[src/rtl/mem_port_arbiter.sv]
// rtl/mem_port_arbiter.sv - single-port memory arbiter between instruction fetch and data requesters
module mem_port_arbiter #(
  parameter int ADDR_W       = 32,
  parameter int DATA_W       = 32,
  parameter int MEM_LATENCY  = 1,
  parameter int STARVE_LIMIT = 4
) (
  input  logic                clk,
  input  logic                reset,
  input  logic                if_req,
  input  logic [ADDR_W-1:0]   if_addr,
  input  logic                if_kill,
  output logic                if_gnt,
  output logic                if_rvalid,
  output logic [DATA_W-1:0]   if_rdata,
  input  logic                d_req,
  input  logic                d_we,
  input  logic [ADDR_W-1:0]   d_addr,
  input  logic [DATA_W-1:0]   d_wdata,
  input  logic [DATA_W/8-1:0] d_wstrb,
  output logic                d_gnt,
  output logic                d_rvalid,
  output logic [DATA_W-1:0]   d_rdata,
  output logic                mem_en,
  output logic                mem_we,
  output logic [ADDR_W-1:0]   mem_addr,
  output logic [DATA_W-1:0]   mem_wdata,
  output logic [DATA_W/8-1:0] mem_wstrb,
  input  logic [DATA_W-1:0]   mem_rdata,
  output logic                busy
);

  typedef enum logic {S_IDLE, S_WAIT} state_t;

  state_t      state_q;
  logic [1:0]  cnt_q;
  logic [3:0]  streak_q;
  logic        kill_q;
  logic        owner_q;   // 0 = fetch, 1 = data

  logic idle_ok;
  logic starve;
  logic fetch_win;
  logic resp;

  always_comb begin
    // Reset gates the IDLE grants so outputs drop immediately on an async reset.
    idle_ok   = (state_q == S_IDLE) && !reset;
    starve    = (streak_q == 4'(STARVE_LIMIT));
    fetch_win = if_req && (!d_req || starve);
    resp      = (state_q == S_WAIT) && (cnt_q == 2'd0);

    if_gnt    = idle_ok && fetch_win;
    d_gnt     = idle_ok && d_req && !fetch_win;
    mem_en    = if_gnt || d_gnt;
    mem_we    = d_gnt && d_we;
    mem_addr  = '0;
    mem_wdata = '0;
    mem_wstrb = '0;
    if (d_gnt) begin
      mem_addr  = d_addr;
      mem_wdata = d_wdata;
      mem_wstrb = d_we ? d_wstrb : '0;
    end else if (if_gnt) begin
      mem_addr = if_addr;
    end

    // A kill arriving in the response cycle itself must still suppress the pulse.
    if_rvalid = resp && !owner_q && !kill_q && !if_kill;
    d_rvalid  = resp && owner_q;
    if_rdata  = (resp && !owner_q) ? mem_rdata : '0;
    d_rdata   = (resp && owner_q) ? mem_rdata : '0;
    busy      = (state_q == S_WAIT);
  end

  always_ff @(posedge clk or posedge reset) begin
    if (reset) begin
      state_q  <= S_IDLE;
      cnt_q    <= 2'd0;
      streak_q <= 4'd0;
      kill_q   <= 1'b0;
      owner_q  <= 1'b0;
    end else begin
      case (state_q)
        S_IDLE: begin
          kill_q <= 1'b0;
          if (if_gnt || d_gnt) begin
            state_q <= S_WAIT;
            cnt_q   <= 2'(MEM_LATENCY - 1);
            owner_q <= d_gnt;
          end
          if (if_gnt) begin
            streak_q <= 4'd0;
          end else if (d_gnt) begin
            if (!if_req)
              streak_q <= 4'd0;
            else if (!starve)
              streak_q <= streak_q + 4'd1;
          end
        end
        S_WAIT: begin
          if (cnt_q == 2'd0) begin
            state_q <= S_IDLE;
            kill_q  <= 1'b0;
          end else begin
            cnt_q <= cnt_q - 2'd1;
            if (!owner_q && if_kill)
              kill_q <= 1'b1;
          end
        end
        default: state_q <= S_IDLE;
      endcase
    end
  end

endmodule

[config.mk]
export PLATFORM = sky130hd
export DESIGN_NAME = mem_port_arbiter
export DESIGN_NICKNAME = d
export VERILOG_FILES = /design/src/rtl/mem_port_arbiter.sv
export SDC_FILE = /design/constraint.sdc
export NUM_CORES = 1
export LEC_CHECK = 0
export CAP_MARGIN = 20
export CELL_PAD_IN_SITES_DETAIL_PLACEMENT = 0
export CELL_PAD_IN_SITES_GLOBAL_PLACEMENT = 1
export CORE_UTILIZATION = 11
export CTS_CLUSTER_DIAMETER = 150
export CTS_CLUSTER_SIZE = 20
export DETAILED_ROUTE_END_ITERATION = 16
export PLACE_DENSITY_LB_ADDON = 0.1
export SYNTH_ARGS = -nofsm -noshare
export SYNTH_HDL_FRONTEND = slang
export SYNTH_SLANG_ARGS = --single-unit
[constraint.sdc]
create_clock -name clk -period 1.55 [get_ports clk]
set_input_delay 0.31 -clock clk [delete_from_list [all_inputs] [get_ports clk]]
set_output_delay 0.31 -clock clk [all_outputs]
set_load 0.02 [all_outputs]
==> flow_summary.ini <==
[placement]
gp_congestion = 0.7637
portBuffers = 276
dp_slack_ns = -0.9167
hpwl_um = 9579

[layout]
syn2layout_area_growth_pct = 286.3
multiInputGateArea_um2 = 1982
antenna_cells = 0
regArea_um2 = 226.5
fin_nets = 746
drive_above_1_share_pct = 60.43
n_fill_cell = 1451

[synthesis]
synth-seq-cells = 9
synth_edf_count = 0
synth_top_area_cell = and2_1
postSynth.asyncResetShare_pct = 100.0
synth_cells = 278
yosysMostFrequentCell = and2_1
syn_nets = 419
synth_common_cells = 97 x and2_1, 68 x nand2_1, 34 x o22ai_1, 12 x buf_2, 11 x inv_1
seq_area_frac_synth_pct = 13.25
synth_top_area_share_pct = 35.69
yosys_warnings = 0
yosysUniqueCellTypes = 28
synthTopCellsByArea = and2_1 36%, nand2_1 15%, dfrtp_1 13%
synth-main-ff-cell = dfrtp_1
syn_area_per_cell_um2 = 6.116
syn_area_um2 = 1700

[timing]
tightest_slew_ns = 0.3862
fin_ws_ns = -0.5181
min_period_ns = 2.068
skew_ns = 0.0004368
final.period_utilization_pct = 133.4
relSlewSlack_pct = 74.22
fmax_ghz = 0.4835
rsz0062_at_grt = yes
slew_viol_final = 0
hold_violations = 0
setup_violations = 138

[route]
route.top_layer_used = met4
postRouteAntennaNets = 0
met1_length_um = 4706
routedWlPerCell_um = 17.66
drtIter0Drc = 61
via_per_inst = 4.052
met2_length_um = 7818
finalWirelength_um = 13990
met3_length_um = 1238
vias = 3209
drc = 0
dr.pass1.iters = 4

[critical_path]
path_cells = inv_2 > ha_4 > nand4b_1 > and3_4 > clkbuf_16 > and2_4 > buf_6
critPathLaunch = streak_q[1]
setup.worst_path.end_class = primary output
cp.required_ns = 1.24
critPathSlowestCell = and3_4
r2r_start = streak_q[1]
worstPathArrival_ns = 1.76
crit_family = simple AND/OR/NAND/NOR gates
path_buf_inv = 3
path_class = flop to primary output
crit_path_max_incr_delay_ns = 0.36
startpoint_type = flop
worst-path-max-fanout = 8

[pwr]
power.density_nw_per_um2 = 501.7
power_mw = 3.296
ir_drop_v = 0.0003114
p_leak_nw = 2.867

[floorplanning]
dieArea_um2 = 15960
die_w_um = 126.3
start_util_pct = 11.23
die_y_um = 126.3
rows = 45
coreArea_um2 = 15150
io_pins = 277

[status]
outcome = finished with violations
violations = setup timing

[clocking]
holdBufCountCts = 0
cts_buffer_depth = 2
tritoncts = done
root_buffer = clkbuf_16
htreeDepth = 1
clkTransAtPathRegs_ns = 0.04
clock_latency_ns = 0.23
cts_sinks = 9
cts_buffers = 3

[global_routing]
grt_pass1_wl_um = 18640
grt_use_total_pct = 15.55
overflow = 0
antenna_found_initial = 0
grt_pass1_vias = 3066
grt_max_degree = 33

[job]
drv_cap = 0

[min_path]
hp-class = primary input to async pin
layer usage:
layer | vias to the layer above | global-route usage [%]
li1 | 1571 | -
met1 | 1457 | 15.18
met2 | 169 | 31.88
met3 | 12 | 4.850
met4 | 0 | 2.481
met5 | - | 0
cell type report:
class                      count  share of cell area (%)
clock buffer                   4                   1.200
inverter                      11                  0.6286
timing repair buffer         345                   60.97
multi-input combinational    235                   30.17
tap                          188                   3.581
sequential                     9                   3.448
sequential cells by signal, summed over array words and instances, names as in the netlist:
name,cells
streak_q,4
cnt_q,2
busy,1
kill_q,1
owner_q,1
through the flow:
| step | cells | TNS (ns) | util [%] | hold slack, ns | instance area [um2] |
|---|---|---|---|---|---|
| after floorplan | 278 | -5.552 | - | 0.1379 | 2171 |
| final | 792 | -58.52 | 43.37 | 0.2592 | 6569 |
| after detailed placement | 743 | -100.42 | 34.81 | 0.5195 | 5273 |
| after global placement | 743 | -100.70 | 34.81 | 0.5101 | 5273 |
| after global routing | 792 | -68.11 | 43.37 | 0.3124 | 6569 |
| after CTS | 775 | -59.32 | 39.47 | 0.2746 | 5978 |
kinds of logic after synthesis:
logic type / count (synthesis) / share of synthesized area (%)
flip-flops: 9 / 13.25
adder cells (fa/ha/maj): 3 / 2.208
buffers and inverters: 34 / 9.272
AO/OA/AOI/OAI: 44 / 16.34
AND/OR/NAND/NOR: 187 / 58.35
multiplexers: 1 / 0.5887
layout by cell type (no fill, tap or decap), types with 4 or more instances in the layout:
cell type	n
o22ai_4	11
clkdlybuf4s50_1	135
buf_16	7
clkbuf_16	9
o22ai_2	22
dfrtp_1	8
nand2_1	66
buf_12	16
buf_4	24
and3_4	5
buf_6	150
inv_1	8
nor2_4	4
and2_4	97
path summary, 6_finish.rpt:
path                                  to  cells after the start  slack [ns]
max                        mem_wdata[24]                      7       -0.52
min reg2reg                     cnt_q[1]                      2        0.54
max reg2reg                  streak_q[0]                      6        0.04
min in group clk                cnt_q[1]                      2        0.54
min                             cnt_q[0]                      2        0.26
max in group asynchronous           busy                      2        0.99
where the power goes:
part           switching (mW)  leakage (nW)  internal, mW
combinational            1.05          2.71          1.50
clock                   0.114        0.0382         0.344
sequential             0.0278         0.119         0.265
repair_timing:
action | in CTS | in global routing
cloned | 10 | 6
buffers inserted | 19 | 13
pin swaps | 14 | 59
resized for setup | 722 | 203
endpoints found under the setup margin | 145 | 142
Note: power is estimated with default switching activity, not from simulation.
